==> config.mk <==
export PLATFORM = sky130hd
export DESIGN_NAME = bec_ladder_sequencer
export DESIGN_NICKNAME = d
export VERILOG_FILES = /design/src/rtl/bec_ladder_sequencer.sv
export SDC_FILE = /design/constraint.sdc
export NUM_CORES = 1
export LEC_CHECK = 0
export BUFFER_PORTS_ARGS = -buffer_cell sky130_fd_sc_hd__buf_4
export CORE_AREA = 2 2 326 328
export CTS_BUF_LIST = sky130_fd_sc_hd__clkbuf_4 sky130_fd_sc_hd__clkbuf_8
export DETAILED_ROUTE_END_ITERATION = 8
export DIE_AREA = 0 0 328 330
export PLACE_DENSITY = 0.47
export SETUP_SLACK_MARGIN = 0.3
export SLEW_MARGIN = 10
export SYNTH_ARGS = -nofsm -noshare
export SYNTH_HDL_FRONTEND = slang
export SYNTH_SLANG_ARGS = --single-unit
==> constraint.sdc <==
create_clock -name wb_clk_i -period 5.01 [get_ports wb_clk_i]
set_clock_uncertainty 0.05 [all_clocks]
set_input_delay 1.503 -clock wb_clk_i [delete_from_list [all_inputs] [get_ports wb_clk_i]]
set_output_delay 1.503 -clock wb_clk_i [all_outputs]
set_load 0.03 [all_outputs]
==> src/rtl/bec_ladder_sequencer.sv <==
// bec_ladder_sequencer: drives one sm_bec_v3 ladder core through a scalar
// multiplication. Latches the key, feeds it LSB-first on core_ki, counts the
// consumed bits, captures W/Z on completion and flags overrun faults.
// Optional feature macro: BEC_TIMEOUT_EN adds a 12-bit RUN-cycle watchdog
// that aborts the run after TIMEOUT cycles without core_done.
module bec_ladder_sequencer #(
    parameter int unsigned KEY_W   = 163,
    parameter int unsigned TIMEOUT = 4095
) (
    input  logic             wb_clk_i,
    input  logic             wb_rst_i,
    input  logic             start,
    input  logic [KEY_W-1:0] key_in,
    input  logic             core_next_key,
    input  logic             core_done,
    input  logic [KEY_W-1:0] wout_in,
    input  logic [KEY_W-1:0] zout_in,
    output logic             core_en,
    output logic             core_ki,
    output logic [KEY_W-1:0] wout,
    output logic [KEY_W-1:0] zout,
    output logic [7:0]       bit_cnt,
    output logic             busy,
    output logic             done,
    output logic             error
);

    typedef enum logic [1:0] {StIdle, StRun, StDone} state_e;

    // Last legal count; a next_key request here means the core overran the key.
    localparam logic [7:0] LP_CNT_MAX = 8'(KEY_W);

    state_e           r_state;
    logic [KEY_W-1:0] r_key_sr;
    logic [KEY_W-1:0] r_wout;
    logic [KEY_W-1:0] r_zout;
    logic [7:0]       r_bit_cnt;
    logic             r_core_en;
    logic             r_busy;
    logic             r_done;
    logic             r_error;

`ifdef BEC_TIMEOUT_EN
    // Count value seen on the TIMEOUT-th RUN cycle.
    localparam logic [11:0] LP_TO_LAST = 12'(TIMEOUT - 1);
    logic [11:0] r_cyc;
`endif

    // Sequencer FSM with all registered outputs.
    always_ff @(posedge wb_clk_i) begin
        if (wb_rst_i) begin
            r_state   <= StIdle;
            r_key_sr  <= '0;
            r_wout    <= '0;
            r_zout    <= '0;
            r_bit_cnt <= '0;
            r_core_en <= 1'b0;
            r_busy    <= 1'b0;
            r_done    <= 1'b0;
            r_error   <= 1'b0;
`ifdef BEC_TIMEOUT_EN
            r_cyc     <= '0;
`endif
        end else begin
            r_done <= 1'b0;
            unique case (r_state)
                StIdle: begin
                    if (start) begin
                        r_key_sr  <= key_in;
                        r_bit_cnt <= '0;
                        r_error   <= 1'b0;
                        r_wout    <= '0;
                        r_zout    <= '0;
`ifdef BEC_TIMEOUT_EN
                        r_cyc     <= '0;
`endif
                        r_core_en <= 1'b1;
                        r_busy    <= 1'b1;
                        r_state   <= StRun;
                    end
                end
                StRun: begin
                    if (core_done) begin
                        // Completion wins over a coincident next_key or timeout.
                        r_wout    <= wout_in;
                        r_zout    <= zout_in;
                        r_done    <= 1'b1;
                        r_core_en <= 1'b0;
                        r_busy    <= 1'b0;
                        r_state   <= StDone;
                    end else if (core_next_key && (r_bit_cnt == LP_CNT_MAX)) begin
                        r_error   <= 1'b1;
                        r_core_en <= 1'b0;
                        r_busy    <= 1'b0;
                        r_state   <= StIdle;
`ifdef BEC_TIMEOUT_EN
                    end else if (r_cyc == LP_TO_LAST) begin
                        r_error   <= 1'b1;
                        r_core_en <= 1'b0;
                        r_busy    <= 1'b0;
                        r_state   <= StIdle;
`endif
                    end else begin
                        if (core_next_key) begin
                            r_key_sr  <= r_key_sr >> 1;
                            r_bit_cnt <= r_bit_cnt + 8'd1;
                        end
`ifdef BEC_TIMEOUT_EN
                        r_cyc <= r_cyc + 12'd1;
`endif
                    end
                end
                StDone: begin
                    r_state <= StIdle;
                end
                default: begin
                    r_core_en <= 1'b0;
                    r_busy    <= 1'b0;
                    r_state   <= StIdle;
                end
            endcase
        end
    end

    assign core_en = r_core_en;
    assign core_ki = r_key_sr[0];
    assign wout    = r_wout;
    assign zout    = r_zout;
    assign bit_cnt = r_bit_cnt;
    assign busy    = r_busy;
    assign done    = r_done;
    assign error   = r_error;

endmodule
# Word level (Yosys, flattened, before mapping)
# Cells that the tools add are included.
totals:
  regBits: 502
  out_inout_bits: 339
op_classes:
  addsub: 1
  eq_ne: 10
  mux: 28
  n_bitwise: 2
  reduce_logical: 9
ops:
  columns: ["operator", "count"]
  rows:
  - ["163-bit two-way mux", 7]
  - ["163-bit one-hot mux with 2 select lines", 3]
  - ["8-bit two-way mux", 4]
  - ["8-bit one-hot mux with 2 select lines", 1]
  - ["2-bit != test, second input constant", 6]
  - ["8-bit by 1-bit adder with 8-bit output, second input constant", 1]
  - ["8-bit equality test, second input constant", 1]
  - ["1-bit two-way mux", 7]
  - ["2-bit two-way mux", 3]
  - ["3-bit AND reduction", 2]
  - ["5-bit AND reduction", 1]
  - ["2-bit one-hot mux with 2 select lines", 1]
  - ["4-bit AND reduction", 1]
  - ["3-bit != test, second input constant", 1]
  - ["1-bit one-hot mux with 3 select lines", 1]
  - ["2-bit by 1-bit equality test with 1-bit output, second input constant", 1]
  - ["2-bit equality test, second input constant", 1]
  - ["2-bit zero test", 1]
  - ["1-bit NOT", 2]
  - ["1-bit one-hot mux with 2 select lines", 1]
  - ["2-bit AND reduction", 1]
  - ["2-bit nonzero test", 1]
  - ["2-bit OR reduction", 1]
  - ["1-bit logical AND", 1]

# Depth between registers and ports, before layout
# Gate-level depths: netlist of the first run.
logic_depth:
  word_depth: 5
  depth_mapped: 7
  mapped_depth_nobuf: 5

# Least setup slack after synthesis of the first run
# OpenSTA, ideal clock, no wires.
synth_timing:
  path_kind: "input to register"
  start: "input core_done"
  end: "register r_key_sr[59]"
  setup_time_ns: 0.091
  arrival_ns: 2.709
  required_ns: 4.869
  setup_slack_ns: 2.160
  path_stages: 6
  n_path_buf: 2
  cell_sequence: "and4bb_2 -> o21a_1 -> buf_2 -> clkbuf_1 -> nor3_1 -> a311oi_1"
synth_via:
  elab_chain_cells: 2
synth_rtl:
  columns: ["item", "line_no", "source"]
  rows:
  - ["start, declared", "15", "input logic core_done,"]
  - ["2-bit != test (no source line)", null, null]
  - ["5-bit AND reduction (no source line)", null, null]
  - ["end signal, assigned", "69", "r_key_sr <= key_in;"]
  - ["end signal, assigned", "105", "r_key_sr <= r_key_sr >> 1;"]
  - ["end, declared", "34", "logic [KEY_W-1:0] r_key_sr;"]
# Every way passes these cells.
# A chain may end at the register's enable or synchronous reset.

# Worst setup path after layout of the first run
layout_timing:
  start: "register r_zout[32], in the netlist zout[32]"
  end: "output zout[32]"
layout_lines:
  columns: ["item", "line_no", "source"]
  rows:
  - ["start, declared", "36", "logic [KEY_W-1:0] r_zout;"]
  - ["start signal, assigned", "86", "r_zout <= zout_in;"]
  - ["end, declared", "21", "output logic [KEY_W-1:0] zout,"]
# No word-level cell between the ends.

==> results.cfg, run 1 <==
[worst_setup_path]
worstPathCellList = buf_4
worstPathRequired_ps = 3460
path_delay_family = flip-flops
crit_buf_inv = 1
cp.arrival_ps = 1520
startpoint_type = flop
path_class = reg2out
timing.rr.start = bit_cnt[0]$_SDFFE_PP0P_
crit_path_end_kind = output pin
cp_max_fo = 2
worstRegToRegCells = 6
cp_slowest_stage_delay_ps = 560
r2r-end = r_key_sr[123]$_SDFFE_PP0P_
slowest_stage = dfxtp_1
r2r_slack_ps = 2240

[yosys]
yosys_warnings = 0
synth_edf_count = 0
synth_commonest_cells = nand2_1, dfxtp_1, a21oi_1, nand3_1, clkbuf_1
synth_top_family_by_area = simple AND/OR/NAND/NOR gates
synthFlopType = dfxtp_1
synthCells = 2444
synth_area_leaders = dfxtp_1, nand2_1, a21oi_1
postSynth.asyncResetShare_pct = 0
syn_nets = 2939
synthXorXnorAreaFrac_pct = 0.0898
synth-simple-area-share_pct = 26.2
synth_top_area_share_pct = 51.5
synth_top_cell_by_area = dfxtp_1
synthMuxAreaShare_pct = 0.0513
synth_fa_ha_area_share_pct = 0.0642
synthMostInstantiatedCell = nand2_1
ys_seq_elements = 502
syn_avg_cell_area_um2 = 7.98
yosys.cell_types.count = 37
syn-cell-area_mm2 = 0.0195
yosysSeqAreaShare_pct = 51.5
synth_compound_area_share_pct = 16.3

[place]
dpl_cell_area_mm2 = 0.0269
gp_congestion = 0.795
hpwl_um = 60700
numPortBuffers = 832
dp.cells = 4449

[timing]
hold_viol = 0
min_period_ps = 3070
slew_viol_final = 0
period_share_pct = 61.4
grt_setup_unrepaired = false
timing.fmax_mhz = 325
worst_pin_slew_ps = 914
setup_tns_ps = 0
timing.hold.ws_ps = 397
relSlewSlack_pct = 39.1
setup_viol = 0

[layout]
fin_area_mm2 = 0.0288
multi_input_area_mm2 = 0.00838
instances_no_fill = 4609
fin_nets = 3648
seq_area_mm2 = 0.0100
areaGrowthSynthToFinish_pct = 47.7
fillers = 11519
drive_gt1_share_pct = 32.2

[clock_tree]
cts_root_buffer = clkbuf_8
htree_levels = 3
postCtsHoldBufs = 0
path_clk_slew_ps = 50
clock_latency_ps = 720
cts_tree = yes
cts_sinks = 502
cts_setup_buffers = 0
numCtsBuffers = 93
clock_path_buffers = 3
ctsResizeCount = 0

[power_and_ir_drop]
p_sw_share_pct = 29.0
p_leak_uw = 0.0114
power.share.clock_pct = 40.8
pwr_density_cell_mw_per_mm2 = 347
seqPwrFrac_pct = 43.4
p_total_uw = 9980
pwr-share-comb_pct = 15.9
switching_power_uw = 2900
p_int_uw = 7080
ir_worst_vdd_mv = 0.165

[drt]
vias_per_cell = 4.45
finalWirelength_um = 88300
dr_total_vias = 20509
drc = 0
avgRoutedWirePerCell_um = 19.1
ant_nets = 0
drt_pass1_iterations = 5
initialDrtViolationCount = 1390

[floorplanning]
io_pins = 833
die_area_mm2 = 0.108
core_region_area_mm2 = 0.105
die_w_um = 328
rows = 119
fp.dieH_um = 330
start_util_pct = 18.6

[worst_hold_path]
holdPathStages = 2
min_from = wout[128]$_SDFFE_PP0P_
hp-class = reg2reg
hold_end = wout[128]$_SDFFE_PP0P_

[grt]
grt_first_pass_wirelength_um = 127000
grt_pass1_vias = 19771
grt_usage_pct = 15.2
antenna_found_initial = 17
grt_overflow = 0
grt_max_degree = 123

[job]
max_cap_violations = 0

[status]
status = completed
==> cells in the final DEF (no fill, tap or decap), types with 3 or more instances in the layout <==
cell type / synthesis / final
diode_2: 0 / 7
nand2_1: 653 / 653
a21oi_1: 333 / 333
buf_12: 0 / 19
clkbuf_4: 0 / 36
nor2_1: 6 / 5
or3_1: 3 / 3
a311oi_1: 162 / 162
nand3_1: 332 / 332
buf_4: 1 / 849
dfxtp_1: 502 / 502
inv_6: 0 / 3
clkbuf_8: 0 / 107
clkinv_2: 0 / 3
o21ai_0: 4 / 4
nand2b_1: 5 / 4
nor3_1: 162 / 162
==> final cells by class <==
cell class                      count  area share, %
Antenna cell                        7         0.0608
Timing Repair Buffer              869           23.5
Sequential cell                   502           34.9
Clock inverter                     10          0.352
Inverter                            1         0.0130
Multi-Input combinational cell   1686           29.1
Clock buffer                      143           6.05
Tap cell                         1391           6.04
==> how the worst max path moves through the flow <==
stage                                           end  slack, ps                   from  cells past startpoint
final                                      zout[32]       1940  zout[32]$_SDFFE_PP0P_                      1
after global routing                       zout[32]       1860  zout[32]$_SDFFE_PP0P_                      1
after CTS                                  zout[32]       1850  zout[32]$_SDFFE_PP0P_                      1
after detailed placement      zout[63]$_SDFFE_PP0P_       1360              core_done                      6
after global placement         zout[4]$_SDFFE_PP0P_       1400              core_done                      6
after floorplan           r_key_sr[59]$_SDFFE_PP0P_       2160              core_done                      6
==> logic make-up after synthesis <==
logic type | Yosys count
adders and majority gates | 1
buffers and inverters | 256
xor gates and xnor gates | 2
and+or+nand+nor | 1175
DFF | 502
AOI/OAI and AO/OA | 507
muxes | 1
==> routing by layer <==
| layer | part of all wire (%) | GRT usage (%) |
|---|---|---|
| met1 | 42 | 18.8 |
| met2 | 47 | 24.5 |
| met3 | 8.0 | 5.19 |
| met4 | 2.8 | 5.23 |
| met5 | 0.16 | 0 |
==> state kept, by name, indices dropped and copies added (netlist names) <==
name and flops:
zout 163, r_key_sr 163, wout 163, bit_cnt 8, busy 1, error 1
r_state 2, done 1
==> stage by stage <==
step / setup WS (ps) / util [%]
2_1_floorplan: 2160 / -
3_3_place_gp: 1400 / 25.7
3_5_place_dp: 1360 / 25.7
4_1_cts: 1850 / 27.5
5_1_grt: 1860 / 27.5
6_report: 1940 / 27.5
==> power groups by stage <==
stage | clock network [uW] | registers (uW) | logic (uW)
4_1_cts | 4230 | 4330 | 1600
2_1_floorplan | 0 | 4540 | 734
5_1_grt | 4390 | 4350 | 1720
3_3_place_gp | 0 | 4410 | 1590
6_report | 4070 | 4330 | 1580
3_5_place_dp | 0 | 4410 | 1600
Note: power is estimated with default switching activity, not from simulation.
==> inputs of run 2 (changes only) <==
--- a/config.mk
+++ b/config.mk
@@ -10,7 +10,7 @@
 export CTS_BUF_LIST = sky130_fd_sc_hd__clkbuf_4 sky130_fd_sc_hd__clkbuf_8
 export DETAILED_ROUTE_END_ITERATION = 8
 export DIE_AREA = 0 0 328 330
-export PLACE_DENSITY = 0.47
+export PLACE_DENSITY = 0.48
 export SETUP_SLACK_MARGIN = 0.3
 export SLEW_MARGIN = 10
 export SYNTH_ARGS = -nofsm -noshare
==> constraint.sdc (replaced) <==
create_clock -name wb_clk_i -period 2.7 [get_ports wb_clk_i]
set_clock_uncertainty 0.05 [all_clocks]
set_input_delay 0.81 -clock wb_clk_i [delete_from_list [all_inputs] [get_ports wb_clk_i]]
set_output_delay 0.81 -clock wb_clk_i [all_outputs]
set_load 0.03 [all_outputs]
==> run 2 against run 1 <==
- global-route usage increased by 0.094 points
- sequential cell count stayed put
- critical path depth unchanged
- setup slack got worse by 1500 ps
- critical endpoint is now bit_cnt[0]
==> results.cfg, run 2 (synthesized netlist as in run 1, its figures left out) <==
[drt]
drc = 0
avgRoutedWirePerCell_um = 19.0
vias_per_cell = 4.44
ant_nets = 0
dr_total_vias = 20661
finalWirelength_um = 88300
drt_pass1_iterations = 5
initialDrtViolationCount = 1356

[worst_hold_path]
min_from = wout_in[82]
hold_end = wout[82]$_SDFFE_PP0P_
holdPathStages = 3
hp-class = in2reg

[grt]
grt_pass1_vias = 20203
antenna_found_initial = 3
grt_overflow = 0
grt_max_degree = 99
grt_first_pass_wirelength_um = 128000
grt_usage_pct = 15.3

[layout]
drive_gt1_share_pct = 33.3
fin_nets = 3708
final_common_cell = buf_4
layout_common_cells = buf_4, nand2_1, dfxtp_1
fin_area_mm2 = 0.0296
areaGrowthSynthToFinish_pct = 51.7

[floorplanning]
io_pins = 833
core_region_area_mm2 = 0.105
die_w_um = 328
rows = 119
start_util_pct = 18.6
fp.dieH_um = 330
die_area_mm2 = 0.108

[clock_tree]
numCtsBuffers = 97
cts_root_buffer = clkbuf_8
clock_latency_ps = 710
htree_levels = 3
clock_path_buffers = 3
cts_tree = yes
postCtsHoldBufs = 0
cts_sinks = 502
path_clk_slew_ps = 60

[worst_setup_path]
crit_path_end_kind = output pin
worstPathRequired_ps = 1840
worst-path-stages = 1
worstRegToRegCells = 5
path_class = reg2out
path_delay_family = flip-flops
r2r_slack_ps = 530
cp_slowest_stage_delay_ps = 460
startpoint_type = flop
cp_max_fo = 7
crit_buf_inv = 1
r2r-end = r_key_sr[122]$_SDFFE_PP0P_
timing.rr.start = bit_cnt[2]$_SDFFE_PP0P_
slowest_stage = dfxtp_1
worstPathCellList = buf_4
cp.arrival_ps = 1390

[place]
dpl_cell_area_mm2 = 0.0277
hpwl_um = 63600
numPortBuffers = 832
gp_congestion = 0.817

[timing]
timing.fmax_mhz = 443
relSlewSlack_pct = 62.9
worst_pin_slew_ps = 557
min_period_ps = 2250
hold_viol = 0
setup_viol = 0
setup_tns_ps = 0
slew_viol_final = 0
period_share_pct = 83.5
grt_setup_unrepaired = false

[job]
max_cap_violations = 0

[power_and_ir_drop]
ir_worst_vdd_mv = 0.341
pwr_density_cell_mw_per_mm2 = 640
p_leak_uw = 0.0118

[status]
status = completed
run 2: final cells by class:
| class | count | area [um2] |
|---|---|---|
| antenna | 2 | 5.00 |
| timing repair buffer | 925 | 7500 |
| tap | 1391 | 1740 |
| clock buffer | 135 | 1700 |
| multi-input combinational | 1686 | 8380 |
| clock inverter | 15 | 198 |
| sequential | 502 | 10000 |
| fill | 11426 | 75100 |
| inverter | 1 | 3.75 |
run 2: where the power goes:
group          total [uW]  internal (uW)  switching, uW
Sequential           8030           7820            211
Combinational        3130           1300           1830
Clock                7780           4370           3400
Total               18900          13500           5440
run 2: routing by layer:
layer	global-route usage [%]	routed length [um]	vias up
li1	-	-	10080
met1	19.3	37500	9759
met2	24.5	41800	669
met3	4.65	6350	151
met4	5.42	2630	2
met5	0	7	-
run 2: per-stage QoR:
stage | worst slack [ps] | util, % | cells | power, uW | hold WS, ps
after floorplan | 543 | - | 2444 | 9790 | 394
after global placement | 280 | 26.4 | 4505 | 11300 | 388
after detailed placement | 265 | 26.4 | 4505 | 11300 | 393
after CTS | 329 | 28.2 | 4655 | 19300 | 168
after global routing | 324 | 28.3 | 4657 | 19800 | 213
final | 445 | 28.3 | 4657 | 18900 | 305
run 2: how the worst max path moves through the flow:
stage                            start                        end  slack [ps]
2_1_floorplan                core_done  r_key_sr[59]$_SDFFE_PP0P_         540
3_3_place_gp                 core_done     zout[154]$_SDFFE_PP0P_         280
3_5_place_dp                 core_done     zout[114]$_SDFFE_PP0P_         270
4_1_cts        bit_cnt[0]$_SDFFE_PP0P_                 bit_cnt[0]         330
5_1_grt        bit_cnt[0]$_SDFFE_PP0P_                 bit_cnt[0]         320
6_report       bit_cnt[0]$_SDFFE_PP0P_                 bit_cnt[0]         450
run 2: what timing repair did:
item,in CTS,in global routing
setup buffers,0,0
hold endpoints to repair,0,0
resized for setup,0,1
endpoints found under the setup margin,0,5
==> inputs of run 3 (changes only) <==
--- a/config.mk
+++ b/config.mk
@@ -10,7 +10,7 @@
 export CTS_BUF_LIST = sky130_fd_sc_hd__clkbuf_4 sky130_fd_sc_hd__clkbuf_8
 export DETAILED_ROUTE_END_ITERATION = 8
 export DIE_AREA = 0 0 328 330
-export PLACE_DENSITY = 0.48
+export PLACE_DENSITY = 0.47
 export SETUP_SLACK_MARGIN = 0.3
 export SLEW_MARGIN = 10
 export SYNTH_ARGS = -nofsm -noshare
==> constraint.sdc (replaced) <==
create_clock -name wb_clk_i -period 2.1 [get_ports wb_clk_i]
set_clock_uncertainty 0.05 [all_clocks]
set_input_delay 0.63 -clock wb_clk_i [delete_from_list [all_inputs] [get_ports wb_clk_i]]
set_output_delay 0.63 -clock wb_clk_i [all_outputs]
set_load 0.03 [all_outputs]
==> run 3 against run 2 <==
- worst hold slack worse by 200 ps
- highest routed layer unchanged
- largest power group unchanged
- critical endpoint is now r_key_sr[80]$_SDFFE_PP0P_
- power is 35% higher
- via count is 4.3% higher
==> results.cfg, run 3 (synthesized netlist as in run 1, its figures left out) <==
[status]
status = completed

[floorplanning]
die_area_mm2 = 0.108
start_util_pct = 18.6
rows = 119
die_w_um = 328
core_region_area_mm2 = 0.105
io_pins = 833
fp.dieH_um = 330

[drt]
finalWirelength_um = 93100
drc = 0
avgRoutedWirePerCell_um = 19.5
dr_total_vias = 21552
drt_pass1_iterations = 5
vias_per_cell = 4.51
ant_nets = 0
initialDrtViolationCount = 1206

[grt]
grt_max_degree = 69
grt_usage_pct = 15.9
grt_first_pass_wirelength_um = 133000
antenna_found_initial = 7
grt_pass1_vias = 20974
grt_overflow = 0

[clock_tree]
numCtsBuffers = 95
cts_sinks = 502
path_clk_slew_ps = 60
clock_path_buffers = 3
cts_tree = yes
htree_levels = 3
clock_latency_ps = 720
cts_root_buffer = clkbuf_8

[layout]
fin_area_mm2 = 0.0338
areaGrowthSynthToFinish_pct = 73.2
fin_nets = 3818
final_common_cell = nand2_1
instances_no_fill = 4784
drive_gt1_share_pct = 50.6
fillers = 11171
layout_common_cells = nand2_1, buf_4, a21oi_1

[worst_setup_path]
worstRegToRegCells = 6
r2r_slack_ps = 10
startpoint_type = flop
r2r-end = r_key_sr[80]$_SDFFE_PP0P_
worstPathRequired_ps = 2680
timing.rr.start = bit_cnt[2]$_SDFFE_PP0P_
path_class = reg2reg
cp.arrival_ps = 2670
crit_path_end_kind = flop
cp_max_fo = 7

[worst_hold_path]
holdPathStages = 3
min_from = zout_in[19]
hp-class = in2reg
hold_end = zout[19]$_SDFFE_PP0P_

[place]
place_ws_ps = -34.2
gp_congestion = 0.824
dpl_cell_area_mm2 = 0.0283
dp.cells = 4545
hpwl_um = 65100
numPortBuffers = 832

[job]
max_cap_violations = 0

[timing]
min_period_ps = 2090
setup_viol = 0
timing.hold.ws_ps = 106
timing.fmax_mhz = 479
worst_pin_slew_ps = 642
period_share_pct = 99.5
slew_viol_final = 0
grt_setup_unrepaired = true
setup_ws_ps = 10.4
relSlewSlack_pct = 57.2
hold_viol = 0

[power_and_ir_drop]
p_total_uw = 25600
ir_worst_vdd_mv = 0.491
pwr_density_cell_mw_per_mm2 = 758
p_leak_uw = 0.0131
==> run 3: worst max-delay path by stage <==
stage / slack (ps) / from / to
3_5_place_dp: -30 / core_done / r_key_sr[87]$_SDFFE_PP0P_
6_report: 10 / bit_cnt[2]$_SDFFE_PP0P_ / r_key_sr[80]$_SDFFE_PP0P_
5_1_grt: -50 / bit_cnt[2]$_SDFFE_PP0P_ / r_key_sr[25]$_SDFFE_PP0P_
4_1_cts: 30 / bit_cnt[5]$_SDFFE_PP0P_ / bit_cnt[5]
3_3_place_gp: -30 / core_done / wout[62]$_SDFFE_PP0P_
2_1_floorplan: 200 / bit_cnt[4]$_SDFFE_PP0P_ / r_key_sr[112]$_SDFFE_PP0P_
==> run 3: metrics by stage <==
| stage | utilization [%] | TNS, ps |
|---|---|---|
| final | 32.3 | 0 |
| after global routing | 32.3 | -943 |
| after CTS | 31.0 | 0 |
| after detailed placement | 27.0 | -195 |
| after global placement | 27.0 | -28.4 |
| after floorplan | - | 0 |
==> run 3: what timing repair did <==
action	4_1_cts	5_1_grt
cloned	9	4
hold buffers	2	0
endpoints found under the hold margin	2	0
setup endpoints to repair	767	607
setup buffers	29	28
resized for setup	619	234
pin swaps	5	10
==> run 3: critical path: stages (launching register included) <==
cell	delay, ps
dfxtp_4	350
or4_4	600
o21ai_4	300
nand2_8	160
buf_6	170
buf_16	140
a311oi_2	220
==> run 3: final cells by class <==
type                            count  area (um2)  area share, %
Sequential cell                   502       10500           31.2
Timing Repair Buffer             1034       10000           29.7
Multi-Input combinational cell   1689        9440           27.9
Clock buffer                      151        1870           5.54
Tap cell                         1391        1740           5.15
Clock inverter                     12         140          0.415
Antenna cell                        4        10.0         0.0296
Inverter                            1        3.75         0.0111
==> run 3: report_power, final <==
group	internal (uW)	total, uW	switching (uW)
clock network	5870	10400	4490
logic	2230	4860	2620
registers	10100	10400	345
total	18200	25600	7460
==> run 3: metal layers <==
layer  track usage (%)  up-vias  share of wire, %
met2              25.9      644                48
li1                  -    10325                 -
met1              19.9    10429                42
met5                 0        -             0.028
met4              5.42        4               2.5
met3              4.85      150               7.1
